--- config.mk ---
export PLATFORM = sky130hd
export DESIGN_NAME = return_stack_flat
export DESIGN_NICKNAME = d
export VERILOG_FILES = /design/src/rtl/return_stack_pkg.sv /design/src/rtl/return_stack_if.sv /design/src/rtl/return_stack.sv /design/src/flat_wrapper.sv
export SDC_FILE = /design/constraint.sdc
export NUM_CORES = 1
export LEC_CHECK = 0
export CAP_MARGIN = 20
export CORE_ASPECT_RATIO = 1.5
export CORE_MARGIN = 2
export CORE_UTILIZATION = 30
export CTS_BUF_LIST = sky130_fd_sc_hd__clkbuf_2 sky130_fd_sc_hd__clkbuf_4 sky130_fd_sc_hd__clkbuf_8
export DETAILED_ROUTE_END_ITERATION = 12
export PLACE_DENSITY = 0.44
export SYNTH_ARGS = -nofsm -noshare
export SYNTH_HDL_FRONTEND = slang
export SYNTH_SLANG_ARGS = --single-unit
--- constraint.sdc ---
create_clock -name clk -period 5.8 [get_ports clk]
set_input_delay 1.16 -clock clk [delete_from_list [all_inputs] [get_ports clk]]
set_output_delay 1.16 -clock clk [all_outputs]
set_load 0.02 [all_outputs]
--- src/rtl/return_stack_pkg.sv ---
// Shared constants and FSM encoding for the CPU return-address stack.
// PC_WIDTH matches the program counter and its incrementer.
package return_stack_pkg;

    localparam int PC_WIDTH     = 10;
    localparam int RSTACK_DEPTH = 8;

    typedef enum logic {
        RS_RUN = 1'b0,
        RS_ERR = 1'b1
    } rs_state_e;

endpackage

--- src/rtl/return_stack_if.sv ---
// Call/return request and status bundle between the CPU core and the return stack.
// The core is the master, and the stack is the slave.
interface return_stack_if
    import return_stack_pkg::*;
#(
    parameter int WIDTH = PC_WIDTH,
    parameter int DEPTH = RSTACK_DEPTH
);
    localparam int CW = $clog2(DEPTH + 1);

    logic             push;
    logic             pop;
    logic             clear;
    logic [WIDTH-1:0] d;
    logic [WIDTH-1:0] q;
    logic [CW-1:0]    count;
    logic             empty;
    logic             full;
    logic             overflow;
    logic             underflow;

    modport master (
        output push, pop, clear, d,
        input  q, count, empty, full, overflow, underflow
    );

    modport slave (
        input  push, pop, clear, d,
        output q, count, empty, full, overflow, underflow
    );

endinterface

--- src/rtl/return_stack.sv ---
// LIFO return-address stack with a registered top, an occupancy count, and sticky errors.
// Any illegal request freezes the stack in ERR until clear or reset.
module return_stack
    import return_stack_pkg::*;
#(
    parameter int WIDTH = PC_WIDTH,
    parameter int DEPTH = RSTACK_DEPTH
) (
    input  logic          clk,
    input  logic          reset,
    return_stack_if.slave bus
);
    localparam int CW = $clog2(DEPTH + 1);
    localparam int IW = $clog2(DEPTH);

    rs_state_e        state_q, state_d;
    logic [CW-1:0]    count_q, count_d;
    logic [WIDTH-1:0] top_q, top_d;
    logic             ovf_q, ovf_d;
    logic             unf_q, unf_d;

    logic [WIDTH-1:0] mem_q [DEPTH];
    logic             mem_we;
    logic [IW-1:0]    mem_waddr;
    logic [IW-1:0]    rd_idx;

    // The refill index is count-2. It is used only when count >= 2, so it stays within 0..DEPTH-1.
    assign rd_idx = IW'(count_q - CW'(2));

    // NOTE: every variable gets a default before any branch, so no latches are inferred.
    always_comb begin
        state_d   = state_q;
        count_d   = count_q;
        top_d     = top_q;
        ovf_d     = ovf_q;
        unf_d     = unf_q;
        mem_we    = 1'b0;
        mem_waddr = IW'(count_q);

        if (bus.clear) begin
            state_d = RS_RUN;
            count_d = '0;
            top_d   = '0;
            ovf_d   = 1'b0;
            unf_d   = 1'b0;
        end else if (state_q == RS_RUN) begin
            if (bus.push && bus.pop) begin
                if (count_q != '0) begin
                    mem_we    = 1'b1;
                    mem_waddr = IW'(count_q - CW'(1));
                    top_d     = bus.d;
                end else begin
                    unf_d   = 1'b1;
                    state_d = RS_ERR;
                end
            end else if (bus.push) begin
                if (count_q < CW'(DEPTH)) begin
                    mem_we  = 1'b1;
                    top_d   = bus.d;
                    count_d = count_q + CW'(1);
                end else begin
                    ovf_d   = 1'b1;
                    state_d = RS_ERR;
                end
            end else if (bus.pop) begin
                if (count_q != '0) begin
                    count_d = count_q - CW'(1);
                    top_d   = (count_q >= CW'(2)) ? mem_q[rd_idx] : '0;
                end else begin
                    unf_d   = 1'b1;
                    state_d = RS_ERR;
                end
            end
        end
    end

    // NOTE: sequential state uses non-blocking assignments only, so every flop samples pre-edge values.
    always_ff @(posedge clk) begin
        if (reset) begin
            state_q <= RS_RUN;
            count_q <= '0;
            top_q   <= '0;
            ovf_q   <= 1'b0;
            unf_q   <= 1'b0;
        end else begin
            state_q <= state_d;
            count_q <= count_d;
            top_q   <= top_d;
            ovf_q   <= ovf_d;
            unf_q   <= unf_d;
        end
    end

    // NOTE: storage is deliberately not reset; an entry is read only after it has been written.
    always_ff @(posedge clk) begin
        if (mem_we) begin
            mem_q[mem_waddr] <= bus.d;
        end
    end

    assign bus.q         = top_q;
    assign bus.count     = count_q;
    assign bus.empty     = (count_q == '0);
    assign bus.full      = (count_q == CW'(DEPTH));
    assign bus.overflow  = ovf_q;
    assign bus.underflow = unf_q;

endmodule

--- src/flat_wrapper.sv ---
// flat-port wrapper written by rule: the top's interface ports become plain ports
module return_stack_flat import return_stack_pkg::*;
#(
    parameter int WIDTH = PC_WIDTH,
    parameter int DEPTH = RSTACK_DEPTH
)
  (clk, reset, bus_push, bus_pop, bus_clear, bus_d, bus_q, bus_count, bus_empty, bus_full, bus_overflow, bus_underflow);
  return_stack_if #(.WIDTH(WIDTH), .DEPTH(DEPTH)) bus_i ();
  input  logic clk;
  input  logic reset;
  input wire logic [$bits(bus_i.push)-1:0] bus_push;
  input wire logic [$bits(bus_i.pop)-1:0] bus_pop;
  input wire logic [$bits(bus_i.clear)-1:0] bus_clear;
  input wire logic [$bits(bus_i.d)-1:0] bus_d;
  output wire logic [$bits(bus_i.q)-1:0] bus_q;
  output wire logic [$bits(bus_i.count)-1:0] bus_count;
  output wire logic [$bits(bus_i.empty)-1:0] bus_empty;
  output wire logic [$bits(bus_i.full)-1:0] bus_full;
  output wire logic [$bits(bus_i.overflow)-1:0] bus_overflow;
  output wire logic [$bits(bus_i.underflow)-1:0] bus_underflow;
  assign bus_i.push = bus_push;
  assign bus_i.pop = bus_pop;
  assign bus_i.clear = bus_clear;
  assign bus_i.d = bus_d;
  assign bus_q = bus_i.q;
  assign bus_count = bus_i.count;
  assign bus_empty = bus_i.empty;
  assign bus_full = bus_i.full;
  assign bus_overflow = bus_i.overflow;
  assign bus_underflow = bus_i.underflow;
  return_stack #(.WIDTH(WIDTH), .DEPTH(DEPTH)) u_core (.clk(clk), .reset(reset), .bus(bus_i));
endmodule
# Yosys cells after proc, flatten, opt, wreduce, memory -nomap -nowiden

Memories as Yosys holds them, arrays and structs flattened.
Cells that the tools add are included.

Flip-flop bits (word level): 17
RAM bits: 80
Input bits: 15
Output and inout bits: 18
Logic and storage cells: 64
Memories: 1

Memory list:

| memory       | depth | width | rd ports | clocked after Yosys merged registers in | wr ports | line               | text |
|---|---|---|---|---|---|---|---|
| u_core.mem_q | 8     | 10    | 1        | 0                                       | 1        | return_stack.sv:22 | `logic [WIDTH-1:0] mem_q [DEPTH];` |

Add/subtract/negate cells: 3
Magnitude comparators: 2
Eq/ne operators: 5
Mux-type cells: 33
Bitwise operators: 3
Reduce and logical (&&, ||, !) cells: 12

Operator list:

| operator                                                                            | count |
|---|---|
| 10-bit 2-to-1 mux                                                                   | 7 |
| 1-bit 2-to-1 mux                                                                    | 18 |
| 4-bit 2-to-1 mux                                                                    | 4 |
| 3-bit 2-to-1 mux                                                                    | 4 |
| 5-bit AND reduction                                                                 | 2 |
| 2-bit nonzero test                                                                  | 3 |
| 4-bit by 1-bit adder with 4-bit output, second input constant                       | 1 |
| 4-bit == test, second input constant                                                | 1 |
| 4-bit by 2-bit greater-or-equal comparator with 1-bit output, second input constant | 1 |
| 4-bit zero test                                                                     | 1 |
| 4-bit less-than comparator, second input constant                                   | 1 |
| 2-bit by 1-bit != test with 1-bit output, second input constant                     | 2 |
| 4-bit AND reduction                                                                 | 1 |
| 4-bit nonzero test                                                                  | 1 |
| 4-bit by 1-bit subtractor with 4-bit output, second input constant                  | 1 |
| 3-bit by 1-bit != test with 1-bit output, second input constant                     | 1 |
| 1-bit inverter                                                                      | 3 |
| 3-bit AND reduction                                                                 | 1 |
| 3-bit nonzero test                                                                  | 1 |
| 3-bit by 2-bit subtractor with 3-bit output, second input constant                  | 1 |
| 2-bit != test, second input constant                                                | 1 |
| 2-bit OR reduction                                                                  | 1 |
| 1-bit logical AND                                                                   | 1 |

# Depth between registers and ports, before layout

Gate-level depths: netlist of the first run.

Depth after elaboration: 8
Depth in mapped cells: 9
Depth with buffers taken out: 6

# Worst setup path before layout of the first run

No wires, ideal clock.

Path type: in2reg
Start point: input port bus_push
End point: memory u_core.mem_q[3][0] (netlist name), enable pin
Arrival time: 2953 ps
Data required time: 5405 ps
Path slack: 2452 ps
Cell stages on the path: 5
Buffers on the path: 1
Cell sequence: buf_2 -> or4b_4 -> nor2_1 -> a21oi_1 -> a221oi_1

Longest elaborated chain between the ends: 6

RTL lines:

| element                                               | line                                   | text |
|---|---|---|
| from (decl)                                           | flat_wrapper.sv:11                     | `input wire logic [$bits(bus_i.push)-1:0] bus_push;` |
| 1-bit 2-to-1 mux or 1-bit logical AND (tied branches) | return_stack.sv:56, return_stack.sv:47 |  |
| 1-bit 2-to-1 mux                                      | return_stack.sv:47                     | `if (bus.push && bus.pop) begin` |
| 1-bit 2-to-1 mux                                      | return_stack.sv:46                     | `end else if (state_q == RS_RUN) begin` |
| 1-bit 2-to-1 mux                                      | return_stack.sv:40                     | `if (bus.clear) begin` |
| 1-bit 2-to-1 mux                                      | return_stack.sv:96                     | `if (mem_we) begin` |
| 1-bit 2-to-1 mux (implied by the code)                | return_stack.sv:97                     | `mem_q[mem_waddr] <= bus.d;` |
| to (decl)                                             | return_stack.sv:22                     |  |

Several ways; a longest one is shown, not always the timed one.

# Worst setup path in the final report of the first run

Start point: input port bus_push
End point: memory u_core.mem_q[2][9] (netlist name), enable pin

Same word-level chain as after synthesis.

==> impl_metrics.py, run 1 <==
metrics = {
    "worst_setup_path": {
        "r2r_setup_slack_ns": 2.21,
        "max_stage_delay_ns": 0.94,
        "endpoint_kind": "flop",
        "cp.arrival_ns": 4.02,
        "ff2ff_path_depth": 6,
        "crit_type": "in2reg",
        "rr_endpoint": "u_core.bus.q[3]",
        "path_cells": "clkdlybuf4s50_1 > buf_4 > nor4bb_1 > nand3b_1 > a221oi_2",
        "worst-path-max-fanout": 19,
        "r2r-start": "u_core.bus.count[1]",
        "crit_slowest_cell": "a221oi_2",
        "crit_required_ns": 5.77,
        "crit_path_start_kind": "input pin",
    },
    "sta": {
        "post-route-period-util_pct": 69.73,
        "setup_viol": 0,
        "rsz0062_at_grt": "no",
        "fin_hold_ws_ns": 0.4755,
        "skew_ns": 0.01564,
        "relSlewSlack_pct": 29.97,
        "drv_slew": 0,
        "fin_crit_ns": 4.044,
        "tns_ns": 0,
        "max_freq_mhz": 247.3,
        "max_slew.worst_pin.slew_ns": 1.050,
        "timing.final.hold_violations": 0,
    },
    "route": {
        "drc": 0,
        "ant_nets": 0,
        "drt-vias-per-instance": 5.087,
        "vias": 2289,
        "drt-total-wl_mm": 9.425,
        "firstDrtPassIters": 5,
        "first_iter_violations": 89,
        "post_drt_wl_per_cell_um": 20.94,
    },
    "grt": {
        "gr-total-overflow": 0,
        "grt_pass1_wl_mm": 14.66,
        "antenna_found_initial": 0,
        "grt_pass1_vias": 2445,
        "grt_max_degree": 31,
        "grtUsageTotal_pct": 13.89,
    },
    "min_path": {
        "min_to": "u_core.bus.overflow",
        "holdPathStages": 2,
        "hold_class": "reg2reg",
        "min_from": "u_core.bus.overflow",
    },
    "clock_tree": {
        "post_cts_buffers": 0,
        "insertion_delay_ns": 0.36,
        "cts_resized": 0,
        "clock_tree.root_cell": "clkbuf_8",
        "cts_htree_levels": 3,
        "clockBufferDepth": 2,
        "clk_pin_slew_ns": 0.08,
        "hold_buffers": 0,
        "cts_tree": "done",
        "cts.sinks": 97,
        "numCtsBuffers": 9,
    },
    "flow_run": {
        "cap_violations": 0,
    },
    "synth": {
        "ys.flop_type": "edfxtp_1",
        "synthTopCellsByArea": "edfxtp_1, mux4_2, dfxtp_1",
        "syn_nets": 271,
        "yosys_warnings": 0,
        "synth_edf_count": 80,
        "synth_area_um2": 4086,
        "ys_ff_latch": 97,
        "synth_top_area_share_pct": 58.79,
        "synth_top_area_cell": "edfxtp_1",
        "syn_area_per_cell_um2": 16.41,
        "ys_async_sr_fraction_pct": 0,
        "ys_seq_area_share_pct": 67.12,
        "synth_cells": 249,
        "yosysUniqueCellTypes": 40,
    },
    "power_and_ir_drop": {
        "p_switching_uw": 307.9,
        "internal_power_mw": 1.008,
        "power_density_nw_per_um2": 274.1,
        "power.share.switching_pct": 23.40,
        "p_seq_share_pct": 58.4,
        "power_mw": 1.316,
        "clockPowerShare_pct": 33.7,
        "vdd_drop_max_v": 0.0001080,
        "p_leak_nw": 1.548,
        "combinationalPowerShare_pct": 7.8,
    },
    "die": {
        "num_io_pins": 33,
        "rows": 52,
        "die_h_um": 146.9,
        "die_w_um": 99.30,
        "start_util_pct": 30.49,
        "core_area_um2": 13400,
        "die_area_um2": 14590,
    },
    "final_layout": {
        "final_nets": 305,
        "num_antenna_cells": 0,
        "final_layout_size_suffix_gt1_share_pct": 17.71,
        "syn_to_final_growth_pct": 17.48,
        "layout_common_cells": "edfxtp_1, clkdlybuf4s50_1, mux4_2",
        "layout_commonest_cell": "edfxtp_1",
    },
    "run_status": {
        "outcome": "completed",
    },
    "placement": {
        "gp_congestion": 0.7647,
        "hpwlAfterDp_mm": 6.304,
        "io_buffers": 32,
    },
}
-- through the flow --
step                instances  setup WS, ns  util, %  area (µm²)
floorplan                 249         2.452        -        4086
global placement          434         1.598    34.32        4599
detailed placement        434         1.415    34.32        4599
CTS                       450         1.751    35.82        4801
global route              450         1.518    35.82        4801
finish                    450         1.756    35.82        4801
-- worst max path at each step --
stage,startpoint,end,slack (ns),cells past startpoint
2_1_floorplan,bus_push,u_core.mem_q[3][0],2.45,5
3_3_place_gp,bus_push,u_core.mem_q[3][1],1.60,5
3_5_place_dp,bus_push,u_core.mem_q[2][2],1.41,5
4_1_cts,u_core.bus.count[1],bus_empty,1.75,4
5_1_grt,u_core.bus.count[1],bus_empty,1.52,4
6_report,bus_push,u_core.mem_q[2][9],1.76,5
-- sequential cells by signal, summed over array words and instances, names as in the netlist --
register and count:
u_core.mem_q 80, u_core.bus.q 10, u_core.bus.count 4, u_core.bus.overflow 1, u_core.bus.underflow 1, u_core.state_q 1
-- per-layer routing --
metal,up-vias,global-route usage (%),share of wire (%)
met4,0,5.274,1.6
met3,8,2.426,3.6
met5,-,0,0
met2,53,24.02,53
li1,1061,-,-
met1,1167,17.22,42
-- synth_stat cells, types with 7 or more instances --
| cell | instances |
|---|---|
| o221ai_1 | 10 |
| mux4_2 | 20 |
| nand2_1 | 13 |
| ha_1 | 7 |
| buf_2 | 7 |
| a21oi_1 | 8 |
| mux2i_1 | 14 |
| edfxtp_1 | 80 |
| nand4_1 | 10 |
| nor2_1 | 12 |
| clkbuf_1 | 7 |
| dfxtp_1 | 17 |
-- kinds of logic after synthesis --
group / synth area share (%)
xor+xnor: 0.4287
compound gates: 5.818
buf+inv: 2.327
flops: 67.12
fa+ha+maj: 2.143
simple gates: 7.716
mux: 14.45
-- worst max-delay path: cells and delay by family --
family,cells,cell delay (ns)
and+or+nand+nor,2,1.20
AOI/OAI and AO/OA,1,0.94
buffers and inverters,2,0.72
-- power groups by stage --
stage | clock network [mW] | registers (mW) | logic (mW)
final | 0.444 | 0.769 | 0.103
after global routing | 0.489 | 0.771 | 0.113
after CTS | 0.461 | 0.770 | 0.105
after detailed placement | 0 | 0.786 | 0.105
after global placement | 0 | 0.785 | 0.104
after floorplan | 0 | 0.783 | 0.0595
-- area by class of cell --
type	count	area (µm²)
fill	1273	8602
sequential	97	2744
multi-input combinational	131	1261
timing repair buffer	39	372.9
tap	162	202.7
clock buffer	9	123.9
clock inverter	7	77.57
inverter	5	18.77
Power figures use the tool's default switching activity.
==> inputs of run 2 (changes only) <==
Clock period 5.8 ns to 3.9 ns, I/O delays scaled along.
==> impl_metrics.py, run 2 (synthesis results as in run 1) <==
metrics = {
    "die": {
        "start_util_pct": 30.49,
        "die_w_um": 99.30,
        "core_area_um2": 13400,
        "die_h_um": 146.9,
        "die_area_um2": 14590,
        "num_io_pins": 33,
        "rows": 52,
    },
    "grt": {
        "gr-total-overflow": 0,
        "grtUsageTotal_pct": 14.19,
        "grt_pass1_wl_mm": 15.01,
        "antenna_found_initial": 0,
        "grt_max_degree": 30,
        "grt_pass1_vias": 2411,
    },
    "placement": {
        "hpwlAfterDp_mm": 6.405,
        "io_buffers": 32,
        "gp_congestion": 0.7480,
        "place_area_um2": 4674,
    },
    "clock_tree": {
        "numCtsBuffers": 9,
        "clockBufferDepth": 2,
        "hold_buffers": 0,
        "cts_htree_levels": 3,
        "cts_tree": "done",
        "cts_resized": 0,
        "clock_tree.root_cell": "clkbuf_8",
        "clk_pin_slew_ns": 0.09,
        "post_cts_buffers": 0,
        "cts.sinks": 97,
        "insertion_delay_ns": 0.36,
    },
    "sta": {
        "drv_slew": 0,
        "post-route-period-util_pct": 82.72,
        "timing.final.hold_violations": 0,
        "rsz0062_at_grt": "no",
        "relSlewSlack_pct": 63.55,
        "setup_viol": 0,
        "tns_ns": 0,
        "max_freq_mhz": 310.0,
        "skew_ns": 0.006622,
        "max_slew.worst_pin.slew_ns": 0.5443,
        "fin_crit_ns": 3.226,
    },
    "route": {
        "ant_nets": 0,
        "first_iter_violations": 96,
        "vias": 2342,
        "drt-vias-per-instance": 5.091,
        "post_drt_wl_per_cell_um": 21.25,
        "drt-total-wl_mm": 9.776,
        "drc": 0,
        "firstDrtPassIters": 4,
    },
    "worst_setup_path": {
        "crit_type": "reg2out",
        "cp.arrival_ns": 2.45,
        "critPathTopFamily": "buffers and inverters",
        "crit_buf_inv": 2,
        "max_stage_delay_ns": 0.71,
        "crit_required_ns": 3.12,
        "path_cells": "inv_1 > ha_1 > nor3b_2 > clkdlybuf4s50_1",
        "crit_path_start_kind": "flop",
        "crit_slowest_cell": "clkdlybuf4s50_1",
        "worst-path-max-fanout": 7,
        "endpoint_kind": "primary output",
    },
    "run_status": {
        "outcome": "completed",
    },
    "power_and_ir_drop": {
        "p_leak_nw": 1.620,
        "power_density_nw_per_um2": 415.2,
        "power_mw": 2.036,
        "vdd_drop_max_v": 0.0002153,
    },
    "final_layout": {
        "num_antenna_cells": 0,
        "largest_reg_flops": 80,
        "syn_to_final_growth_pct": 19.99,
        "layout_common_cells": "edfxtp_1, clkdlybuf4s50_1, mux4_2",
        "layout_commonest_cell": "edfxtp_1",
        "top_register": "u_core.mem_q",
        "final_area_um2": 4903,
        "final_layout_size_suffix_gt1_share_pct": 20.81,
        "final_nets": 315,
    },
    "min_path": {
        "hold_class": "reg2reg",
    },
    "flow_run": {
        "cap_violations": 0,
    },
}
-- run 2: where the power goes --
group          switching (mW)  internal [mW]
registers             0.00796           1.13
clock network           0.338          0.395
logic                  0.0958         0.0687
total                   0.442           1.59
-- run 2: layer usage --
metal	up-vias	GRT usage [%]	share of wire, %
li1	1084	-	-
met1	1190	17.32	42
met2	57	24.05	53
met3	11	3.473	3.8
met4	0	5.548	1.8
met5	-	0	0
-- run 2: final cells by class --
cell class / count / area [µm²]
Fill cell: 1282 / 8499
Sequential cell: 97 / 2744
Multi-Input combinational cell: 131 / 1261
Timing Repair Buffer: 49 / 447.9
Tap cell: 162 / 202.7
Clock buffer: 12 / 152.6
Clock inverter: 4 / 76.32
Inverter: 5 / 18.77
-- run 2: worst paths after layout --
check                           start                  end  slack (ns)  cells past startpoint
setup / recovery  u_core.bus.count[1]            bus_empty        0.67                      4
hold / removal    u_core.bus.overflow  u_core.bus.overflow        0.48                      2
setup reg to reg  u_core.bus.count[0]   u_core.mem_q[6][4]        1.37                      7
hold reg to reg   u_core.bus.overflow  u_core.bus.overflow        0.48                      2
-- run 2: worst min-delay path, cell delays in order, from the launching register on --
cell	delay, ns
dfxtp_1	0.34
a21oi_1	0.04
nor2_1	0.07
-- run 2: stage by stage --
step,utilization [%],cells,worst slack (ns),hold WS [ns]
finish,36.59,460,0.6737,0.4785
global route,36.59,460,0.5360,0.5329
CTS,36.59,460,0.6040,0.4898
detailed placement,34.88,444,0.7923,0.4657
global placement,34.88,444,0.8039,0.4539
floorplan,-,249,0.6789,0.4879
==> inputs of run 3 (changes only) <==
Clock period 3.9 ns to 2.97 ns, I/O delays scaled along.
==> impl_metrics.py, run 3 (synthesis results as in run 1) <==
metrics = {
    "sta": {
        "rsz0062_at_grt": "no",
        "drv_slew": 0,
        "tns_ns": 0,
        "fin_hold_ws_ns": 0.4743,
        "max_slew.worst_pin.slew_ns": 0.5410,
        "timing.final.hold_violations": 0,
        "relSlewSlack_pct": 63.93,
        "setup_viol": 0,
        "skew_ns": 0.007281,
        "post-route-period-util_pct": 93.88,
        "fin_crit_ns": 2.788,
        "max_freq_mhz": 358.7,
    },
    "placement": {
        "dp_cells": 448,
        "io_buffers": 32,
        "hpwlAfterDp_mm": 6.789,
        "gp_congestion": 0.7862,
        "place_area_um2": 4705,
    },
    "die": {
        "start_util_pct": 30.49,
        "die_h_um": 146.9,
        "rows": 52,
        "die_w_um": 99.30,
        "core_area_um2": 13400,
        "num_io_pins": 33,
        "die_area_um2": 14590,
    },
    "clock_tree": {
        "clk_pin_slew_ns": 0.09,
        "clock_tree.root_cell": "clkbuf_8",
        "clockBufferDepth": 2,
        "insertion_delay_ns": 0.36,
        "cts_htree_levels": 3,
        "cts.sinks": 97,
        "cts_tree": "done",
        "numCtsBuffers": 9,
        "hold_buffers": 0,
    },
    "grt": {
        "grt_pass1_vias": 2529,
        "grtUsageTotal_pct": 14.35,
        "grt_max_degree": 30,
        "antenna_found_initial": 0,
        "gr-total-overflow": 0,
        "grt_pass1_wl_mm": 15.06,
    },
    "final_layout": {
        "num_antenna_cells": 0,
        "largest_reg_flops": 80,
        "final_layout_size_suffix_gt1_share_pct": 20.86,
        "final_nets": 319,
        "final_area_um2": 4901,
        "layout_common_cells": "edfxtp_1, clkdlybuf4s50_1, buf_4",
        "layout_commonest_cell": "edfxtp_1",
        "syn_to_final_growth_pct": 19.93,
        "top_register": "u_core.mem_q",
        "finalNonFillerCells": 464,
    },
    "power_and_ir_drop": {
        "internal_power_mw": 1.974,
        "clockPowerShare_pct": 32.8,
        "p_leak_nw": 1.626,
        "power.share.switching_pct": 22.83,
        "p_seq_share_pct": 58.3,
        "vdd_drop_max_v": 0.0002783,
        "p_switching_uw": 584.1,
        "combinationalPowerShare_pct": 8.8,
        "power_density_nw_per_um2": 522.0,
    },
    "worst_setup_path": {
        "crit_type": "reg2out",
        "r2r_setup_slack_ns": 0.67,
        "endpoint_kind": "primary output",
        "crit_required_ns": 2.38,
        "crit_path_start_kind": "flop",
        "cp.arrival_ns": 2.19,
        "worst-path-max-fanout": 7,
    },
    "route": {
        "drc": 0,
        "ant_nets": 0,
        "firstDrtPassIters": 4,
        "drt-vias-per-instance": 5.067,
        "vias": 2351,
        "first_iter_violations": 65,
        "drt-total-wl_mm": 9.940,
        "post_drt_wl_per_cell_um": 21.42,
    },
    "min_path": {
        "hold_class": "reg2reg",
    },
    "flow_run": {
        "cap_violations": 0,
    },
    "run_status": {
        "outcome": "completed",
    },
}
run 3: final cells by class:
class,instances,area (µm²)
timing repair buffer,53,478.0
multi-input combinational,131,1267
tap,162,202.7
sequential,97,2744
clock buffer,10,131.4
inverter,5,18.77
clock inverter,6,58.81
fill,1287,8502
run 3: through the flow:
| step | setup slack, ns | util (%) | total power [mW] |
|---|---|---|---|
| detailed placement | 0.2393 | 35.10 | 1.751 |
| floorplan | 0.1003 | - | 1.647 |
| CTS | 0.1283 | 36.57 | 2.582 |
| global route | 0.06743 | 36.57 | 2.653 |
| finish | 0.1818 | 36.57 | 2.558 |
| global placement | 0.2525 | 35.10 | 1.751 |
run 3: critical path, cell delays in order (launching register included):
cell,delay [ns]
dfxtp_2,0.32
inv_1,0.17
ha_1,0.26
nor3b_4,0.41
clkdlybuf4s50_1,0.68
run 3: final timing paths:
check | from | to | depth (start not counted)
setup / recovery | u_core.bus.count[1] | bus_empty | 4
hold / removal | u_core.bus.underflow | u_core.bus.underflow | 2
setup reg to reg | u_core.bus.count[0] | u_core.mem_q[1][2] | 8
hold reg to reg | u_core.bus.underflow | u_core.bus.underflow | 2
run 3: power groups by stage:
stage | logic [mW] | registers, mW | clock network [mW]
finish | 0.226 | 1.49 | 0.840
global route | 0.244 | 1.49 | 0.914
CTS | 0.229 | 1.49 | 0.861
detailed placement | 0.227 | 1.52 | 0
global placement | 0.227 | 1.52 | 0
floorplan | 0.117 | 1.53 | 0
run 3: what timing repair did:
action	CTS	global route
resized for setup	1	0
setup buffers	0	0
setup endpoints to repair	1	0
endpoints found under the hold margin	0	0
run 3: layer usage:
layer,track usage [%],routed length [µm],up-vias
met2,25.51,5325,46
met4,6.507,288,0
met3,2.188,217,14
met1,16.89,4109,1200
li1,-,-,1091
met5,0,0,-
